[src/rtl/button_autorepeat_if.sv]
// Button conditioner bundle: raw button level in, conditioned press events out.
interface button_autorepeat_if;
  logic button_in;
  logic press_pulse;
  logic held;
  logic repeat_active;

  // Button source / event consumer side
  modport master (
    output button_in,
    input  press_pulse,
    input  held,
    input  repeat_active
  );

  // Conditioner side
  modport slave (
    input  button_in,
    output press_pulse,
    output held,
    output repeat_active
  );
endinterface

[src/rtl/button_autorepeat.sv]
// Push-button conditioner: 2-flop synchronizer, press/release debounce and
// hold-to-repeat pulse generation, all timed by one shared cycle counter.
module button_autorepeat #(
  parameter int unsigned DEBOUNCE_CYCLES = 500000,
  parameter int unsigned HOLD_CYCLES     = 25000000,
  parameter int unsigned REPEAT_CYCLES   = 5000000,
  parameter bit          AUTOREPEAT      = 1'b1,
  parameter int unsigned CNT_W           = 25
) (
  input  logic                 clk,
  input  logic                 reset,
  button_autorepeat_if.slave   bus
);

  localparam logic [CNT_W-1:0] DEB_LAST  = CNT_W'(DEBOUNCE_CYCLES - 1);
  localparam logic [CNT_W-1:0] HOLD_LAST = CNT_W'(HOLD_CYCLES - 1);
  localparam logic [CNT_W-1:0] REP_LAST  = CNT_W'(REPEAT_CYCLES - 1);

  typedef enum logic [2:0] {
    IDLE        = 3'd0,
    DEB_PRESS   = 3'd1,
    PRESSED     = 3'd2,
    REPEAT      = 3'd3,
    DEB_RELEASE = 3'd4
  } state_t;

  state_t           state, state_n;
  logic [CNT_W-1:0] cnt, cnt_n;
  logic             s1, s2;
  logic             btn_s;
  logic             pulse_q, pulse_n;
  logic             held_q, held_n;
  logic             rep_q, rep_n;

  assign btn_s = s2;

  // Two-flop synchronizer for the asynchronous button level
  always_ff @(posedge clk) begin
    if (reset) begin
      s1 <= 1'b0;
      s2 <= 1'b0;
    end else begin
      s1 <= bus.button_in;
      s2 <= s1;
    end
  end

  // State, shared counter and registered outputs
  always_ff @(posedge clk) begin
    if (reset) begin
      state   <= IDLE;
      cnt     <= '0;
      pulse_q <= 1'b0;
      held_q  <= 1'b0;
      rep_q   <= 1'b0;
    end else begin
      state   <= state_n;
      cnt     <= cnt_n;
      pulse_q <= pulse_n;
      held_q  <= held_n;
      rep_q   <= rep_n;
    end
  end

  // Next-state, counter and output decode; release always beats timer expiry
  always_comb begin
    state_n = state;
    cnt_n   = cnt + CNT_W'(1);
    pulse_n = 1'b0;

    case (state)
      IDLE: begin
        cnt_n = '0;
        if (btn_s) state_n = DEB_PRESS;
      end

      DEB_PRESS: begin
        if (!btn_s) begin
          state_n = IDLE;
          cnt_n   = '0;
        end else if (cnt == DEB_LAST) begin
          state_n = PRESSED;
          cnt_n   = '0;
          pulse_n = 1'b1;
        end
      end

      PRESSED: begin
        if (!btn_s) begin
          state_n = DEB_RELEASE;
          cnt_n   = '0;
        end else if (cnt == HOLD_LAST) begin
          if (AUTOREPEAT) begin
            state_n = REPEAT;
            cnt_n   = '0;
            pulse_n = 1'b1;
          end else begin
            // Single-shot mode: park the counter at expiry
            cnt_n = cnt;
          end
        end
      end

      REPEAT: begin
        if (!btn_s) begin
          state_n = DEB_RELEASE;
          cnt_n   = '0;
        end else if (cnt == REP_LAST) begin
          cnt_n   = '0;
          pulse_n = 1'b1;
        end
      end

      DEB_RELEASE: begin
        if (btn_s) begin
          // Bounce on release: back to held, hold timer restarts
          state_n = PRESSED;
          cnt_n   = '0;
        end else if (cnt == DEB_LAST) begin
          state_n = IDLE;
          cnt_n   = '0;
        end
      end

      default: begin
        state_n = IDLE;
        cnt_n   = '0;
      end
    endcase

    held_n = (state_n == PRESSED) || (state_n == REPEAT) || (state_n == DEB_RELEASE);
    rep_n  = (state_n == REPEAT);
  end

  assign bus.press_pulse   = pulse_q;
  assign bus.held          = held_q;
  assign bus.repeat_active = rep_q;

endmodule

[src/flat_wrapper.sv]
// flat-port wrapper written by rule: the top's interface ports become plain ports
module button_autorepeat_flat 
#(
  parameter int unsigned DEBOUNCE_CYCLES = 500000,
  parameter int unsigned HOLD_CYCLES     = 25000000,
  parameter int unsigned REPEAT_CYCLES   = 5000000,
  parameter bit          AUTOREPEAT      = 1'b1,
  parameter int unsigned CNT_W           = 25
)
  (clk, reset, bus_button_in, bus_press_pulse, bus_held, bus_repeat_active);
  button_autorepeat_if bus_i ();
  input  logic clk;
  input  logic reset;
  input wire logic [$bits(bus_i.button_in)-1:0] bus_button_in;
  output wire logic [$bits(bus_i.press_pulse)-1:0] bus_press_pulse;
  output wire logic [$bits(bus_i.held)-1:0] bus_held;
  output wire logic [$bits(bus_i.repeat_active)-1:0] bus_repeat_active;
  assign bus_i.button_in = bus_button_in;
  assign bus_press_pulse = bus_i.press_pulse;
  assign bus_held = bus_i.held;
  assign bus_repeat_active = bus_i.repeat_active;
  button_autorepeat #(.DEBOUNCE_CYCLES(DEBOUNCE_CYCLES), .HOLD_CYCLES(HOLD_CYCLES), .REPEAT_CYCLES(REPEAT_CYCLES), .AUTOREPEAT(AUTOREPEAT), .CNT_W(CNT_W)) u_core (.clk(clk), .reset(reset), .bus(bus_i));
endmodule
[config.mk]
export PLATFORM = sky130hd
export DESIGN_NAME = button_autorepeat_flat
export DESIGN_NICKNAME = d
export VERILOG_FILES = /design/src/rtl/button_autorepeat_if.sv /design/src/rtl/button_autorepeat.sv /design/src/flat_wrapper.sv
export SDC_FILE = /design/constraint.sdc
export NUM_CORES = 1
export LEC_CHECK = 0
export BUFFER_PORTS_ARGS = -buffer_cell sky130_fd_sc_hd__buf_4
export CORE_MARGIN = 5
export CORE_UTILIZATION = 25
export DETAILED_ROUTE_END_ITERATION = 16
export GPL_TIMING_DRIVEN = 0
export PLACE_DENSITY = 0.36
export SLEW_MARGIN = 20
export SYNTH_ARGS = -nofsm -noshare
export SYNTH_HDL_FRONTEND = slang
export SYNTH_SLANG_ARGS = --single-unit
[constraint.sdc]
create_clock -name clk -period 2.05 [get_ports clk]
set_input_delay 0.41 -clock clk [delete_from_list [all_inputs] [get_ports clk]]
set_output_delay 0.41 -clock clk [all_outputs]
set_load 0.01 [all_outputs]
# ---- After elaboration in Yosys (flattened, before gate mapping)
# Cells that the tools add are included.
dict set report word_totals {
  regBits 33
  in_bits 3
  output_inout_bits 3
  wordCells 45
}
dict set report classes {
  n_addsub 1
  n_eq_ne 10
  mux 24
  reduce_logical 3
}
# operator count
set op_table {}
lappend op_table {{25-bit two-way mux} 7}
lappend op_table {{25-bit one-hot mux with 4 select lines} 1}
lappend op_table {{25-bit by 1-bit adder with 25-bit output, second input constant} 1}
lappend op_table {{25-bit by 19-bit equality test with 1-bit output, second input constant} 1}
lappend op_table {{25-bit by 23-bit equality test with 1-bit output, second input constant} 1}
lappend op_table {{25-bit equality test, second input constant} 1}
lappend op_table {{3-bit two-way mux} 8}
lappend op_table {{3-bit one-hot mux with 5 select lines} 1}
lappend op_table {{3-bit by 2-bit equality test with 1-bit output, second input constant} 4}
lappend op_table {{3-bit equality test, second input constant} 2}
lappend op_table {{1-bit two-way mux} 6}
lappend op_table {{3-bit by 1-bit equality test with 1-bit output, second input constant} 1}
lappend op_table {{3-bit zero test} 1}
lappend op_table {{1-bit one-hot mux with 3 select lines} 1}
lappend op_table {{1-bit logical OR} 2}

# ---- Longest topological paths before layout
dict set report depth {
  ltp_word 7
  ltp_mapped 7
  depth_no_buf 6
}

# ---- Worst setup path after synthesis
# Ideal clock, no wire load.
dict set report synth_path {
  path_kind {reg2reg}
  from {register u_core.cnt[0]}
  to {register u_core.cnt[24]}
  setup_time_ns 0.117
  arrival_time_ns 1.670
  required_time_ns 1.933
  path_slack_ns 0.263
  stages_incl_launch_ff 7
  n_path_buf 0
  period_less_slack_ns 1.787
  path_cell_list {dfxtp_1 > ha_1 > nand4_1 > or4_4 > nor3_1 > xnor2_1 > nor3_2}
}
dict set report synth_between {
  elab_chain_cells 4
  word_cells_on_any_way 12
  cone_classes {add/sub (1); eq/ne (3); mux (8)}
}
# element line_no
set synth_lines {}
lappend synth_lines {{start, declared} button_autorepeat.sv:28} ;# logic [CNT_W-1:0] cnt, cnt_n;
lappend synth_lines {{start signal, assigned} button_autorepeat.sv:58} ;# cnt <= cnt_n;
lappend synth_lines {{25-bit by 1-bit adder with 25-bit output (tied with other cells)} button_autorepeat.sv:68} ;# cnt_n = cnt + CNT_W'(1);
lappend synth_lines {{25-bit two-way mux (on tied branches) (2 in series)} n/a}
lappend synth_lines {{25-bit one-hot mux with 4 select lines (*)} button_autorepeat.sv:71} ;# case (state)
# Mark *: on every way between the ends. The rest lies on a longest branch, timed or not.
# A chain may end at the register's enable or synchronous reset.

# ---- Worst setup path in the final report
dict set report layout_path {
  from {register u_core.cnt[0]}
  to {register u_core.cnt[22]}
}
# The elaborated chain is that of the path after synthesis.

==> results by group <==
Final layout
  • Share of post-route cells with drive strength above 1: 0.2079
  • Final Instance Area: 1971 sq um
  • Seq. cell area: between 600 and 700 sq um
  • Nets: around 210
  • Multi-input gate area: 985.9 sq um
  • # fillers: 657
  • Syn-to-layout area delta: 20.23%
  • Final std cells w/o fill: 279
  • Antenna cell count: 0

CTS
  • Hold_buf cts: 0
  • Clk slew on worst S/H paths: about 0.070 ns
  • CTS Buf Count: 5
  • Clock root buffer: clkbuf_8
  • CTS tree: done
  • CTS H-tree lvls: 2
  • Max clock buf depth: 2
  • Clock Sinks: 33
  • Clock latency on the worst-skew pair: 0.29 ns

GRT
  • Largest net degree at the start of global routing: 11
  • Grt met2 use: 0.1466
  • Overflow after GRT: 0
  • Most Crowded Layer GR: met2
  • GRT Overall Usage: 0.1015
  • Number of global-route vias before repair: 1343
  • Grt met3 use: 0.02810
  • Initial antenna violation count: 0
  • First-pass GRT wire length: 6.789 mm
  • Met1 usage: 0.1423

Floorplan
  • Starting density of the core: 0.2581
  • Top-level port count: 6
  • Rows: 29
  • Die width: 90.97 microns
  • Die area: 8276 sq um
  • Core Region: 6350 sq um
  • Die height: 90.97 microns

Critical path
  • Kind of critical path: register to register
  • Slowest stage cell, crit path: or4_4
  • Worst path cell trace: ha_2, nand4_1, or4_4, nor3_2, xnor2_1, nor3_2
  • R2R setup slack: 0.11 ns
  • CP startpoint: u_core.cnt[0]$_SDFF_PP0_
  • Most Frequent Cell on Critical Path: nor3_2
  • Buf/Inv on CP: 0
  • Critical Path RT: 2.22 ns
  • Top delay family on crit path: simple AND/OR/NAND/NOR gates
  • FF-to-FF End: u_core.cnt[22]$_SDFF_PP0_
  • Crit end category: register
  • R2r startpoint: u_core.cnt[0]$_SDFF_PP0_
  • R2R depth: 6
  • Startpoint Class: register
  • Critical path arrival: roughly 2.1 ns
  • Slowest stage delay, CP: around 0.6 ns
  • Crit path max fanout: 4

Timing
  • Final worst slack: 0.1141 ns
  • Worst Max-Slew Pin Slew: about 0.49 ns
  • Clock Skew: 0.01018 ns
  • Fin. max-slew vios: 0
  • Maximum clock rate: 516.6 MHz
  • Final period utilization: 0.9443
  • Hold Vio Cnt, Final: 0
  • Final setup viols: 0
  • Min Tclk post-route: about 1.9 ns
  • Slew HR: 0.6730

Logic synthesis
  • Primary FF master, synth: dfxtp_1
  • Post-Syn Nets: roughly 190
  • Post-synth EDFFs: 0
  • Post-synthesis cell count: 184
  • Leading area contributor after synthesis: dfxtp_1
  • Synth warn: 0
  • Synth area leaders: dfxtp_1, xor2_1, nor3_1
  • FF+latch count, synth: 33
  • Syn_area_per_cell: 8.908 sq um
  • Seq/Total Area, Yosys: 0.4031
  • Fraction of registers with async set/reset: 0
  • Cell variety after synth: 38
  • Netlist Area Pre-Place: 1639 sq um
  • Synth top area share: 0.4031

Placed design
  • Place WS: -0.1458 ns
  • Placed cells: 266
  • Port-buffer cells: 5
  • Post-DP HPWL: ~2.9 mm
  • GP Congestion: 0.7817
  • Placement Cell Area: 1773 sq um

Pwr
  • Peak VDD IR: ~0.20 mV
  • Cell Pwr Density: approximately 580 nW/um^2
  • P_leak: 0.0006258 uW

Routing
  • DR iter-0 viols: between 100 and 150
  • # DRC: 0
  • Via count: 1426
  • Total wire length: 4.030 mm
  • Vias per cell: 5.111
  • DR pass1 iterations: 4
  • Routed wire length per instance: about 14 microns
  • Routed Antenna Nets: 0

Worst hold path
  • Hold Path Cell Cnt: 2
  • Worst Hold Launch: reset
  • Hold Crit Endpoint: u_core.btn_s$_SDFF_PP0_
  • Worst Hold Class: primary input to register

Flow run
  • Maxcap violations: 0

Run status
  • Status: finished clean
==> per-stage QoR <==
step / setup TNS, ns / total power, uW / util / hold slack (ns)
after global placement: -2.257 / 680.2 / 0.2792 / 0.4191
after floorplan: 0 / 671.7 / - / 0.4138
after CTS: 0 / 1161 / 0.2952 / 0.3185
after detailed placement: -2.649 / 680.7 / 0.2792 / 0.4311
final: 0 / 1144 / 0.3103 / 0.3307
after global routing: -0.007776 / 1191 / 0.3103 / 0.3289
==> power by group <==
part	leakage, uW	switching, uW	internal (uW)
logic	0.000314	13.0	11.0
clock network	0.0000450	239	235
registers	0.000267	2.37	643
==> sequential cells by signal, indices dropped and copies added, names as in the netlist <==
| register | count |
|---|---|
| u_core.cnt | 25 |
| u_core.btn_s | 1 |
| u_core.bus.press_pulse | 1 |
| u_core.bus.held | 1 |
| u_core.bus.repeat_active | 1 |
| u_core.s1 | 1 |
| u_core.state | 3 |
==> kinds of logic (layout without fill, tap and decap cells) <==
logic type	count (synthesis)	in the layout	share of synthesized area
flops	33	33	0.4031
simple gates	105	105	0.3878
fa+ha+maj	1	1	0.007632
buf+inv	11	29	0.03130
compound gates	11	11	0.04733
xor+xnor	23	23	0.1229
==> synth_stat cells, types with 2 or more instances <==
cell      count
a211o_1       2
xnor2_1       8
nor3_2        2
nor3_1       26
nor4_4        2
and2_1        5
buf_2         2
dfxtp_1      33
clkbuf_1      2
nand4_1      10
and4_1        3
o21ai_0       3
nor2b_1       3
buf_4         2
inv_1         5
nand2b_1      3
nor4b_1       3
nand2_1      10
xor2_1       15
nor2_1        9
nor4_1        3
and3_1        4
nand3_1      14
==> area by class of cell <==
class                      count  share of cell area
multi-input combinational    140              0.5003
sequential                    33              0.3365
tap                           77             0.04889
timing repair buffer          11             0.04190
clock buffer                   6             0.03683
buffer                         5             0.02095
inverter                       5            0.009524
clock inverter                 2            0.005079
==> worst max path at each step <==
stage,to,cells after the start
after floorplan,u_core.cnt[24]$_SDFF_PP0_,6
after detailed placement,u_core.cnt[18]$_SDFF_PP0_,7
after global routing,u_core.cnt[24]$_SDFF_PP0_,6
after global placement,u_core.cnt[10]$_SDFF_PP0_,7
final,u_core.cnt[22]$_SDFF_PP0_,6
after CTS,u_core.cnt[22]$_SDFF_PP0_,6
==> routing by layer <==
layer | vias up | part of all wire | routed length, microns
li1 | 700 | - | -
met1 | 687 | 0.48 | 1944
met2 | 31 | 0.46 | 1841
met3 | 8 | 0.043 | 175
met4 | 0 | 0.017 | 68
met5 | - | 0 | 0
==> repair_timing <==
action / 4_1_cts / 5_1_grt
pin swaps: 0 / 7
setup endpoints to repair: 20 / 21
gates cloned: 0 / 0
setup buffers: 1 / 5
resized for setup: 5 / 14
hold endpoints to repair: 0 / 0
==> layout by cell type, fill, tap and decap left out, drive strengths merged, types with 2 or more instances in the layout <==
cell type / netlist / routed
dfxtp: 33 / 33
nor3: 28 / 28
xor2: 15 / 15
nand3: 15 / 15
buf: 4 / 15
nand4: 10 / 10
nand2: 10 / 10
nor2: 9 / 9
xnor2: 8 / 8
clkbuf: 2 / 7
inv: 5 / 5
and2: 5 / 5
nor4: 5 / 5
and3: 4 / 4
nand2b: 3 / 3
nor2b: 3 / 3
nor4b: 3 / 3
o21ai: 3 / 3
and4: 3 / 3
or4: 2 / 2
a211o: 2 / 2
clkinv: 0 / 2
(Power assumes the default switching activity.)
